### src/rtl/vip_cfg_slave.sv
// vip_cfg_slave: Avalon-MM write-only responder for the VIP configuration bus
//
// Decodes address {unit[1:0], reg[6:0]} into scaler (0), mixer (1) and
// video-mode (2) register units. Writes land in shadow registers; a Go write
// arms a per-unit commit that copies shadow to active on the next frame_start.
// Scaler coefficient taps are staged, then streamed as a 4-beat burst.
//
// Ports:
//   clk, reset                 clock, synchronous active-high reset
//   address, write, writedata  Avalon-MM write request
//   waitrequest                stall; write accepted when write && !waitrequest
//   frame_start                output frame boundary pulse (commit point)
//   vm_*                       active video-mode timing
//   mx_*                       active mixer background size / layer position
//   sc_ow, sc_oh               active scaler output size
//   upd                        per-unit commit pulse {vm, mx, sc}
//   coef_*                     coefficient RAM write port
//
// Optional build macro VIP_CFG_READBACK_EN adds read / readdata /
// readdatavalid for shadow register readback.
module vip_cfg_slave #(
    parameter int RES_W = 12,
    parameter int NTAPS = 4,
    parameter int PH_W  = 4
) (
    input  logic             clk,
    input  logic             reset,
    input  logic [8:0]       address,
    input  logic             write,
    input  logic [31:0]      writedata,
    output logic             waitrequest,
    input  logic             frame_start,
    output logic [RES_W-1:0] vm_w,
    output logic [RES_W-1:0] vm_h,
    output logic [RES_W-1:0] vm_hfp,
    output logic [RES_W-1:0] vm_hs,
    output logic [RES_W-1:0] vm_hb,
    output logic [RES_W-1:0] vm_vfp,
    output logic [RES_W-1:0] vm_vs,
    output logic [RES_W-1:0] vm_vb,
    output logic             vm_interlaced,
    output logic [RES_W-1:0] mx_bw,
    output logic [RES_W-1:0] mx_bh,
    output logic [RES_W-1:0] mx_px,
    output logic [RES_W-1:0] mx_py,
    output logic             mx_en,
    output logic [RES_W-1:0] sc_ow,
    output logic [RES_W-1:0] sc_oh,
    output logic [2:0]       upd,
    output logic             coef_wr,
    output logic             coef_dir,
    output logic [PH_W-1:0]  coef_phase,
    output logic [1:0]       coef_tap,
    output logic [8:0]       coef_data
`ifdef VIP_CFG_READBACK_EN
    ,
    input  logic             read,
    output logic [31:0]      readdata,
    output logic             readdatavalid
`endif
);
    typedef enum logic [2:0] {IDLE, B0, B1, B2, B3} state_t;

    logic [1:0]       unit;
    logic [6:0]       rg;
    logic [RES_W-1:0] wd;
    logic             acc, coef_go, wait_q, wait_d;
    logic [2:0]       go, commit, pend_q, pend_d, upd_q;
    logic             bank_q, valid_q, il_s_q, il_a_q, en_s_q, en_a_q;
    logic [RES_W-1:0] vm_s_q [8];
    logic [RES_W-1:0] vm_a_q [8];
    logic [RES_W-1:0] mx_s_q [4];
    logic [RES_W-1:0] mx_a_q [4];
    logic [RES_W-1:0] sc_s_q [2];
    logic [RES_W-1:0] sc_a_q [2];
    logic [8:0]       stage_q [NTAPS];
    logic             vm_hit, mx_hit, sc_hit;
    logic [2:0]       vm_idx;
    logic [1:0]       mx_idx;
    logic             sc_idx;
    state_t           state_q;
    logic             coef_wr_q, coef_dir_q;
    logic [PH_W-1:0]  coef_phase_q;
    logic [1:0]       coef_tap_q;
    logic [8:0]       coef_data_q;
    logic             unused;

    assign {unit, rg} = address;
    assign wd         = writedata[RES_W-1:0];
    assign unused     = &{1'b0, writedata[31:RES_W]};
    assign acc        = write && !wait_q;
    assign coef_go    = acc && unit == 2'd0 && (rg == 7'd12 || rg == 7'd13);

    // Go sets pend only for bit 0; a Go in the frame_start cycle survives the
    // commit clear so it is picked up at the following frame_start.
    assign go[0]  = acc && unit == 2'd0 && rg == 7'd0 && writedata[0];
    assign go[1]  = acc && unit == 2'd1 && rg == 7'd0 && writedata[0];
    assign go[2]  = acc && unit == 2'd2 && rg == 7'd0 && writedata[0];
    assign commit = frame_start ? {pend_q[2] & valid_q, pend_q[1:0]} : 3'b000;
    assign pend_d = go | (pend_q & ~commit);
    // Stall the cycle after any accepted write and for the rest of a burst.
    assign wait_d = acc || state_q inside {B0, B1, B2};

    always_comb begin
        vm_hit = 1'b1;
        vm_idx = 3'd0;
        case (rg)
            7'd6:    vm_idx = 3'd0;
            7'd7:    vm_idx = 3'd1;
            7'd9:    vm_idx = 3'd2;
            7'd10:   vm_idx = 3'd3;
            7'd11:   vm_idx = 3'd4;
            7'd12:   vm_idx = 3'd5;
            7'd13:   vm_idx = 3'd6;
            7'd14:   vm_idx = 3'd7;
            default: vm_hit = 1'b0;
        endcase
    end

    always_comb begin
        mx_hit = rg == 7'd3 || rg == 7'd4 || rg == 7'd8 || rg == 7'd9;
        mx_idx = {rg[3], rg == 7'd4 || rg == 7'd9};
        sc_hit = rg == 7'd3 || rg == 7'd4;
        sc_idx = rg == 7'd4;
    end

    always_ff @(posedge clk) begin
        if (reset) begin
            bank_q  <= 1'b0;
            valid_q <= 1'b0;
            il_s_q  <= 1'b0;
            en_s_q  <= 1'b0;
            vm_s_q  <= '{default: '0};
            mx_s_q  <= '{default: '0};
            sc_s_q  <= '{default: '0};
            stage_q <= '{default: '0};
        end else if (acc) begin
            case (unit)
                2'd2: begin
                    if (rg == 7'd4) bank_q <= writedata[0];
                    if (rg == 7'd30) valid_q <= writedata[0];
                    if (!bank_q && rg == 7'd5) il_s_q <= writedata[0];
                    if (!bank_q && vm_hit) vm_s_q[vm_idx] <= wd;
                end
                2'd1: begin
                    if (mx_hit) mx_s_q[mx_idx] <= wd;
                    if (rg == 7'd10) en_s_q <= writedata[0];
                end
                2'd0: begin
                    if (sc_hit) sc_s_q[sc_idx] <= wd;
                    for (int t = 0; t < NTAPS; t++)
                        if (rg == 7'(14 + t)) stage_q[t] <= writedata[8:0];
                end
                default: ;
            endcase
        end
    end

    always_ff @(posedge clk) begin
        if (reset) begin
            vm_a_q <= '{default: '0};
            mx_a_q <= '{default: '0};
            sc_a_q <= '{default: '0};
            il_a_q <= 1'b0;
            en_a_q <= 1'b0;
            pend_q <= 3'b000;
            upd_q  <= 3'b000;
            wait_q <= 1'b1;
        end else begin
            if (commit[2]) begin
                vm_a_q <= vm_s_q;
                il_a_q <= il_s_q;
            end
            if (commit[1]) begin
                mx_a_q <= mx_s_q;
                en_a_q <= en_s_q;
            end
            if (commit[0]) sc_a_q <= sc_s_q;
            pend_q <= pend_d;
            upd_q  <= commit;
            wait_q <= wait_d;
        end
    end

    // Coefficient burst: beat k is presented in state Bk with registered outputs.
    always_ff @(posedge clk) begin
        if (reset) begin
            state_q      <= IDLE;
            coef_wr_q    <= 1'b0;
            coef_dir_q   <= 1'b0;
            coef_phase_q <= '0;
            coef_tap_q   <= 2'd0;
            coef_data_q  <= 9'd0;
        end else begin
            case (state_q)
                IDLE: begin
                    coef_wr_q <= coef_go;
                    if (coef_go) begin
                        state_q      <= B0;
                        coef_dir_q   <= rg[0];
                        coef_phase_q <= writedata[PH_W-1:0];
                        coef_tap_q   <= 2'd0;
                        coef_data_q  <= stage_q[0];
                    end
                end
                B3: begin
                    state_q   <= IDLE;
                    coef_wr_q <= 1'b0;
                end
                default: begin
                    state_q     <= state_t'(state_q + 3'd1);
                    coef_tap_q  <= coef_tap_q + 2'd1;
                    coef_data_q <= stage_q[coef_tap_q + 2'd1];
                end
            endcase
        end
    end

`ifdef VIP_CFG_READBACK_EN
    logic        racc, rdv_q;
    logic [31:0] rd_d, rd_q;

    // A write in the same cycle takes priority; the read is held off.
    assign racc = read && !wait_q && !write;

    always_comb begin
        rd_d = '0;
        case (unit)
            2'd2: begin
                if (rg == 7'd0) rd_d = 32'(pend_q[2]);
                if (rg == 7'd4) rd_d = 32'(bank_q);
                if (rg == 7'd5) rd_d = 32'(il_s_q);
                if (vm_hit) rd_d = 32'(vm_s_q[vm_idx]);
                if (rg == 7'd30) rd_d = 32'(valid_q);
            end
            2'd1: begin
                if (rg == 7'd0) rd_d = 32'(pend_q[1]);
                if (mx_hit) rd_d = 32'(mx_s_q[mx_idx]);
                if (rg == 7'd10) rd_d = 32'(en_s_q);
            end
            2'd0: begin
                if (rg == 7'd0) rd_d = 32'(pend_q[0]);
                if (sc_hit) rd_d = 32'(sc_s_q[sc_idx]);
                for (int t = 0; t < NTAPS; t++)
                    if (rg == 7'(14 + t)) rd_d = 32'(stage_q[t]);
            end
            default: ;
        endcase
    end

    always_ff @(posedge clk) begin
        if (reset) begin
            rd_q  <= '0;
            rdv_q <= 1'b0;
        end else begin
            rdv_q <= racc;
            if (racc) rd_q <= rd_d;
        end
    end

    assign readdata      = rd_q;
    assign readdatavalid = rdv_q;
`else
`endif

    assign waitrequest   = wait_q;
    assign vm_w          = vm_a_q[0];
    assign vm_h          = vm_a_q[1];
    assign vm_hfp        = vm_a_q[2];
    assign vm_hs         = vm_a_q[3];
    assign vm_hb         = vm_a_q[4];
    assign vm_vfp        = vm_a_q[5];
    assign vm_vs         = vm_a_q[6];
    assign vm_vb         = vm_a_q[7];
    assign vm_interlaced = il_a_q;
    assign mx_bw         = mx_a_q[0];
    assign mx_bh         = mx_a_q[1];
    assign mx_px         = mx_a_q[2];
    assign mx_py         = mx_a_q[3];
    assign mx_en         = en_a_q;
    assign sc_ow         = sc_a_q[0];
    assign sc_oh         = sc_a_q[1];
    assign upd           = upd_q;
    assign coef_wr       = coef_wr_q;
    assign coef_dir      = coef_dir_q;
    assign coef_phase    = coef_phase_q;
    assign coef_tap      = coef_tap_q;
    assign coef_data     = coef_data_q;
endmodule

### config.mk
export PLATFORM = sky130hd
export DESIGN_NAME = vip_cfg_slave
export DESIGN_NICKNAME = d
export VERILOG_FILES = /design/src/rtl/vip_cfg_slave.sv
export SDC_FILE = /design/constraint.sdc
export NUM_CORES = 1
export LEC_CHECK = 0
export CORE_ASPECT_RATIO = 0.6
export CORE_MARGIN = 2
export CORE_UTILIZATION = 50
export DETAILED_ROUTE_END_ITERATION = 10
export HOLD_SLACK_MARGIN = 0.12
export PLACE_DENSITY = 0.75
export SLEW_MARGIN = 5
export SYNTH_ARGS = -nofsm -noshare
export SYNTH_HDL_FRONTEND = slang
export SYNTH_SLANG_ARGS = --single-unit
### constraint.sdc
create_clock -name clk -period 2.6 [get_ports clk]
set_clock_uncertainty 0.2 [all_clocks]
set_input_delay 0.65 -clock clk [delete_from_list [all_inputs] [get_ports clk]]
set_output_delay 0.65 -clock clk [all_outputs]
set_load 0.05 [all_outputs]
After elaboration in Yosys (flattened, before gate mapping):

Index checks and enable logic that the tools add are counted.

* register bits: 405
* output and inout bits: 191
* logic and storage cells: 153

* add/subtract/negate cells: 2
* $lt $le $gt $ge: 7
* equal/unequal tests: 23
* multiplexer cells: 22
* bitwise gates (word level): 9
* reductions and logical operators: 43

Operators with widths (count)
* 96-bit bitwise mux: 1
* 7-bit by 4-bit equality test with 1-bit output, second input constant: 8
* 48-bit bitwise mux: 1
* 12-bit demux with 3-bit select: 1
* 12-bit two-way mux: 3
* 3-bit AND reduction: 11
* 7-bit by 3-bit equality test with 1-bit output, second input constant: 4
* 9-bit two-way mux: 3
* 24-bit bitwise mux: 1
* 12-bit demux with 2-bit select: 1
* 7-bit by 5-bit equality test with 1-bit output, second input constant: 3
* 3-bit case mux with 7 select lines: 1
* 9-bit binary-select mux with 2-bit select: 1
* 9-bit case mux with 2 select lines: 1
* 1-bit logical AND: 16
* 12-bit demux with 1-bit select: 1
* 8-bit OR reduction: 1
* 7-bit by 2-bit equality test with 1-bit output, second input constant: 1
* 7-bit zero test: 1
* 3-bit by 2-bit equality test with 1-bit output, second input constant: 2
* 3-bit >= comparator, second input constant: 2
* 1-bit logical OR: 6
* 3-bit two-way mux: 2
* 2-bit NOT with 3-bit output: 2
* 30 further kinds: 32

Longest topological paths before layout:

Gate-level depths: netlist of run 1.

* word-level depth: 8
* gate-level depth with buffers: 8
* mapped depth without buffers: 6

Worst setup path before layout of run 1:

Ideal clock, no wire load.

* path type: input to register
* start: input port address[8]
* end: register coef_data_q[1], in the netlist coef_data[1]
* setup time: 123 ps
* arrival: 1869 ps
* path slack: 408 ps
* stages: 5
* buffers on the path: 1
* cells stage by stage: nor4b_4 -> nand3_2 -> o21ai_2 -> buf_6 -> mux2_1

* longest elaborated chain between the ends: 5

Ends and longest elaborated chain
* from (decl): RTL line 28 `input logic [8:0] address,`
* 2-bit zero test: RTL line 92 `assign coef_go = acc && unit == 2'd0 && (rg == 7'd12 || rg == 7'd13);`
* 1-bit logical AND (2 in a row): RTL line 92
* 2-bit inequality test (no line)
* 2-bit AND reduction (no line)
* to (signal assigned): RTL line 203 `coef_data_q <= stage_q[0];`
* to (signal assigned): RTL line 213 `coef_data_q <= stage_q[coef_tap_q + 2'd1];`
* to (decl): RTL line 85 `logic [8:0] coef_data_q;`

Every way passes these cells.
A chain may end at the register's enable or synchronous reset.

Worst setup path after layout of run 1:

* start: register mx_a_q (netlist bit mx_bw[3])
* end: output port mx_bw[3]

RTL lines
* from (decl): RTL line 73 `logic [RES_W-1:0] mx_a_q [4];`
* from (signal assigned): RTL line 175 `mx_a_q <= mx_s_q;`
* to (decl): RTL line 42 `output logic [RES_W-1:0] mx_bw,`

No word-level cell between the ends.

==> results.yml, run 1 <==
route:
  first_pass_iters: 5
  ant_nets: 0
  drt_first_iter_violations: 1062
  vias: 12800
  vias_per_cell: 5.35
  drc_errors: 0
  wl_per_cell_um: 17.3
  wl_um: 41200
sta:
  setup_tns_ns: 0
  slew_headroom_pct: 56.1
  setup-violations-final: 0
  final_hold_viol_count: 0
  drv_slew: 0
  post-route-period-util_pct: 99.0
  worst_slew_pin_slew_ns: 0.658
  timing.final.ws_setup_ns: 0.0250
  rsz0062_at_grt: "false"
  layout_min_cycle_time_ns: 2.58
  max_freq_mhz: 388
global_routing:
  grt_pass1_vias: 11800
  track_usage_pct: 25.5
  grt_pass1_wl_um: 62600
  grt_max_degree: 85
  grt_overflow: 0
  antenna_found_initial: 0
layout:
  regArea_mm2: 0.00811
  stdcell_count: 2386
  fillers: 2345
  final_common_cell: "nand2_1"
  drive_gt1_share_pct: 8.46
  syn2layout_area_growth_pct: 29.6
  mostFrequentLayoutCells: "537 x nand2_1, 404 x dfxtp_1, 270 x a21oi_1, 179 x clkdlybuf4s50_1, 138 x nor2_1"
  multi_input_area_mm2: 0.00619
  num-nets-final: 2007
  final_core_util_pct: 66.6
power_and_ir_drop:
  ir_worst_vdd_v: 0.000425
  powerDensity_mw_per_mm2: 684
  p_total_mw: 13.2
  p_leak_nw: 7.76
clocking:
  clk_pin_slew_ns: 0.06
  cts_tree: "built"
  htreeDepth: 2
  cts_buffers: 37
  cts_setup_buffers: 0
  cts.sinks: 405
  root_buffer: "clkbuf_16"
  clock_path_buffers: 3
  clk_latency_ns: 0.53
worst_setup_path:
  worstPathArrival_ns: 1.73
  crit_required_ns: 1.75
  crit_fanout: 2
  critPathBufInv: 1
  cp.depth: 1
  path_delay_family: "buffers and inverters"
  start_kind: "flip-flop"
  reg2regPathDepth: 7
  endpoint_kind: "primary output"
  cp_slowest_cell: "clkdlybuf4s50_1"
  worst-setup-path-type: "reg2out"
  slowest_delay_ns: 0.83
  crit_chain: "clkdlybuf4s50_1"
logic_synthesis:
  avgSynthCellArea_um2: 8.48
  yosysWarnings: 0
  synth.top_cell.area_share_pct: 54.3
  synth-seq-cells: 405
  syn_area_mm2: 0.0149
  async_reset_ff_share_pct: 0
  synth_edf_count: 0
  ys.flop_type: "dfxtp_1"
  syn_nets: 1811
  synth.distinct_cells: 43
  netlist_instances: 1761
  synth-seq-area-share_pct: 54.3
  yosysTopAreaCell: "dfxtp_1"
  synthTopCellsByArea: "dfxtp_1 54%, nand2_1 13%, a21oi_1 9.0%"
placement:
  post-dp-hpwl_um: 25800
  io_buffers: 215
  dpl.cell_count: 2318
  gp_congestion: 0.848
  place_ws_ns: -0.132
floorplan:
  start_util_pct: 51.4
  rows: 48
  die_area_mm2: 0.0313
  ioPinCount: 236
  core_area_mm2: 0.0291
  dieWidth_um: 227
  die_h_um: 138
hold_path:
  hp-class: "reg2reg"
  worstHoldPathCells: 2
job:
  cap_violations: 0
status:
  outcome: "complete, no violations"
cell usage after synthesis (all sizes together), types with 4 or more instances:
library cell and count:
a2111oi 18, a21oi 270, and2 4, and4 8
buf 45, clkbuf 105, dfxtp 405, ha 5
inv 5, mux2 9, mux2i 117, nand2 537
nand2b 11, nand3 8, nand4 15, nor2 138
nor2b 22, nor3b 4, o31ai 9
registers in the layout, indices dropped and copies added, names as in the netlist, 9 cells and up:
signal	flops
coef_data	9
mx_bh	12
mx_bw	12
mx_px	12
mx_py	12
mx_s_q	48
sc_oh	12
sc_ow	12
sc_s_q	24
stage_q	36
vm_h	12
vm_hb	12
vm_hfp	12
vm_hs	12
vm_s_q	96
vm_vb	12
vm_vfp	12
vm_vs	12
vm_w	12
metrics by stage:
step,hold slack (ns),instance area [µm²]
2_1_floorplan,0.232,14900
3_3_place_gp,0.237,18100
3_5_place_dp,0.243,18100
4_1_cts,0.251,19300
5_1_grt,0.260,19400
6_report,0.245,19400
final cells by class:
| cell class | count | share of cell area [%] |
|---|---|---|
| antenna | 1 | 0.0129 |
| multi-input combinational | 1201 | 31.9 |
| tap | 400 | 2.58 |
| clock inverter | 9 | 0.782 |
| timing repair buffer | 307 | 16.9 |
| clock buffer | 58 | 5.82 |
| sequential | 405 | 41.9 |
| inverter | 5 | 0.0969 |
repair_timing:
item	CTS	global route
setup endpoints to repair	17	16
hold buffers	0	0
gates resized for setup	17	16
worst paths after layout:
check | start | end | slack [ns]
max | mx_bw[3]$_SDFFE_PP0P_ | mx_bw[3] | 0.02
min | sc_s_q[17]$_SDFFE_PP0P_ | sc_ow[5]$_SDFFE_PP0P_ | 0.25
max reg2reg | state_q[0]$_SDFFE_PP0P_ | coef_data[5]$_SDFFE_PP0P_ | 0.29
min reg2reg | sc_s_q[17]$_SDFFE_PP0P_ | sc_ow[5]$_SDFFE_PP0P_ | 0.25
kinds of logic after synthesis:
logic type      after synthesis  share of synthesized area [%]
buf+inv                     155                           4.46
simple gates                765                           21.4
flops                       405                           54.3
mux                         126                           8.52
fa+ha+maj                     5                          0.419
compound gates              305                           10.9
power breakdown:
part,total [mW],switching (mW),internal [mW]
Sequential,6.32,0.0712,6.25
Combinational,1.19,0.732,0.458
Clock,5.73,2.34,3.39
layer usage:
metal | vias to the layer above | part of all wire [%] | track usage, %
li1 | 6171 | - | -
met1 | 6096 | 46 | 36.0
met2 | 434 | 44 | 40.0
met3 | 76 | 7.4 | 4.79
met4 | 0 | 2.4 | 7.44
met5 | - | 0 | 0
(Power assumes the default switching activity.)
==> run 2, diff against run 1 <==
--- a/config.mk
+++ b/config.mk
@@ -7,10 +7,10 @@
 export LEC_CHECK = 0
 export CORE_ASPECT_RATIO = 0.6
 export CORE_MARGIN = 2
-export CORE_UTILIZATION = 50
+export CORE_UTILIZATION = 46
 export DETAILED_ROUTE_END_ITERATION = 10
 export HOLD_SLACK_MARGIN = 0.12
-export PLACE_DENSITY = 0.75
+export PLACE_DENSITY = 0.7
 export SLEW_MARGIN = 5
 export SYNTH_ARGS = -nofsm -noshare
 export SYNTH_HDL_FRONTEND = slang
==> results.yml, run 2 (same netlist as run 1, synthesis figures left out) <==
worst_setup_path:
  reg2reg_from: "state_q[0]$_SDFFE_PP0P_"
  critical_path.endpoint: "mx_bw[1]"
  cp.depth: 1
  crit_required_ns: 1.75
  worstPathArrival_ns: 1.73
  critPathBufInv: 1
  reg2regPathDepth: 8
  crit_fanout: 2
  setup.worst_path.start: "mx_bw[1]$_SDFFE_PP0P_"
  worst-setup-path-type: "reg2out"
  r2r_setup_slack_ns: 0.09
  cp_slowest_cell: "clkdlybuf4s50_1"
  start_kind: "flip-flop"
  crit_chain: "clkdlybuf4s50_1"
  slowest_delay_ns: 0.82
  endpoint_kind: "primary output"
  path_delay_family: "buffers and inverters"
  reg2reg_to: "coef_data[4]$_SDFFE_PP0P_"
route:
  vias: 12600
  wl_per_cell_um: 17.0
  drt_first_iter_violations: 972
  ant_nets: 0
  vias_per_cell: 5.22
  wl_um: 41000
  first_pass_iters: 5
  drc_errors: 0
placement:
  dpl.cell_count: 2340
  io_buffers: 215
  place_ws_ns: -0.201
  gp_congestion: 0.824
  post-dp-hpwl_um: 25600
layout:
  mostFrequentLayoutCells: "537 x nand2_1, 405 x dfxtp_1, 270 x a21oi_1, 170 x clkdlybuf4s50_1, 138 x nor2_1"
  drive_gt1_share_pct: 8.57
  top_register: "vm_s_q"
  num-nets-final: 2006
  final_common_cell: "nand2_1"
  final_core_util_pct: 60.1
  largest_reg_flops: 96
  syn2layout_area_growth_pct: 29.7
  biggestRegsByFlops: "vm_s_q (96), mx_s_q (48), stage_q (36)"
  stdcell_count: 2409
clocking:
  clk_latency_ns: 0.53
  cts_setup_buffers: 0
  cts_tree: "built"
  clock_path_buffers: 3
  root_buffer: "clkbuf_16"
  htreeDepth: 2
  clk_pin_slew_ns: 0.07
  cts.sinks: 405
  cts_buffers: 38
floorplan:
  rows: 51
  die_h_um: 144
  dieWidth_um: 237
  die_area_mm2: 0.0340
  start_util_pct: 46.4
  core_area_mm2: 0.0322
  ioPinCount: 236
global_routing:
  grt_max_degree: 73
  track_usage_pct: 23.7
  antenna_found_initial: 0
  grt_pass1_vias: 11900
  grt_pass1_wl_um: 64000
  grt_overflow: 0
power_and_ir_drop:
  p_int_mw: 10.1
  power_frac_comb_pct: 9.2
  p_leak_nw: 7.92
  pwr-share-clk_pct: 43.6
  switching_share_pct: 24.1
  power.share.sequential_pct: 47.2
  ir_worst_vdd_v: 0.000446
  powerDensity_mw_per_mm2: 687
  switchingPower_mw: 3.20
  p_total_mw: 13.3
hold_path:
  hp-class: "reg2reg"
  min_from: "mx_s_q[11]$_SDFFE_PP0P_"
sta:
  slew_headroom_pct: 51.4
  layout_min_cycle_time_ns: 2.58
  drv_slew: 0
  post-route-period-util_pct: 99.1
  setup-violations-final: 0
  final_hold_viol_count: 0
  whs_ns: 0.246
  timing.final.ws_setup_ns: 0.0222
  worst_slew_pin_slew_ns: 0.727
  max_freq_mhz: 388
  rsz0062_at_grt: "false"
job:
  cap_violations: 0
status:
  outcome: "complete, no violations"
==> run 2: power groups by stage <==
stage / logic [mW] / registers [mW] / clock network, mW
floorplan: 0.624 / 6.52 / 0
global placement: 1.18 / 6.42 / 0
detailed placement: 1.22 / 6.43 / 0
CTS: 1.22 / 6.29 / 5.90
global route: 1.32 / 6.29 / 6.17
finish: 1.23 / 6.29 / 5.80
==> run 2: per-layer routing <==
layer | track usage [%] | vias up | share of wire, %
met5 | 0 | - | 0
met4 | 6.03 | 0 | 1.9
met3 | 4.28 | 70 | 6.4
met2 | 37.8 | 370 | 45
met1 | 33.3 | 5950 | 47
li1 | - | 6182 | -
==> run 2: timing repair <==
action	in CTS	in global routing
cloned	0	0
endpoints found under the setup margin	15	27
resized for setup	15	27
hold buffers	0	0
==> run 2: final cells by class <==
cell class,count,area [µm²]
multi-input cells,1201,6190
fillers,2747,12800
inverters,5,18.8
clock buffers,55,1120
diodes,1,2.50
clock inverters,13,186
well taps,424,531
flip-flops and latches,405,8110
repair buffers,305,3230
==> run 2: stage by stage <==
stage | instance area [µm²] | TNS, ns
after floorplan | 14900 | 0
after global placement | 18000 | -3.72
after detailed placement | 18000 | -7.28
after CTS | 19300 | 0
after global routing | 19400 | 0
final | 19400 | 0
==> run 2: worst min-delay path by stage <==
stage / to / slack (ns) / cells past startpoint
finish: mx_py[11]$_SDFFE_PP0P_ / 0.25 / 2
global route: mx_bh[2]$_SDFFE_PP0P_ / 0.26 / 2
CTS: vm_s_q[0]$_SDFFE_PP0P_ / 0.25 / 3
detailed placement: mx_py[0]$_SDFFE_PP0P_ / 0.24 / 2
global placement: mx_bh[4]$_SDFFE_PP0P_ / 0.24 / 2
floorplan: vm_h[11]$_SDFFE_PP0P_ / 0.23 / 2
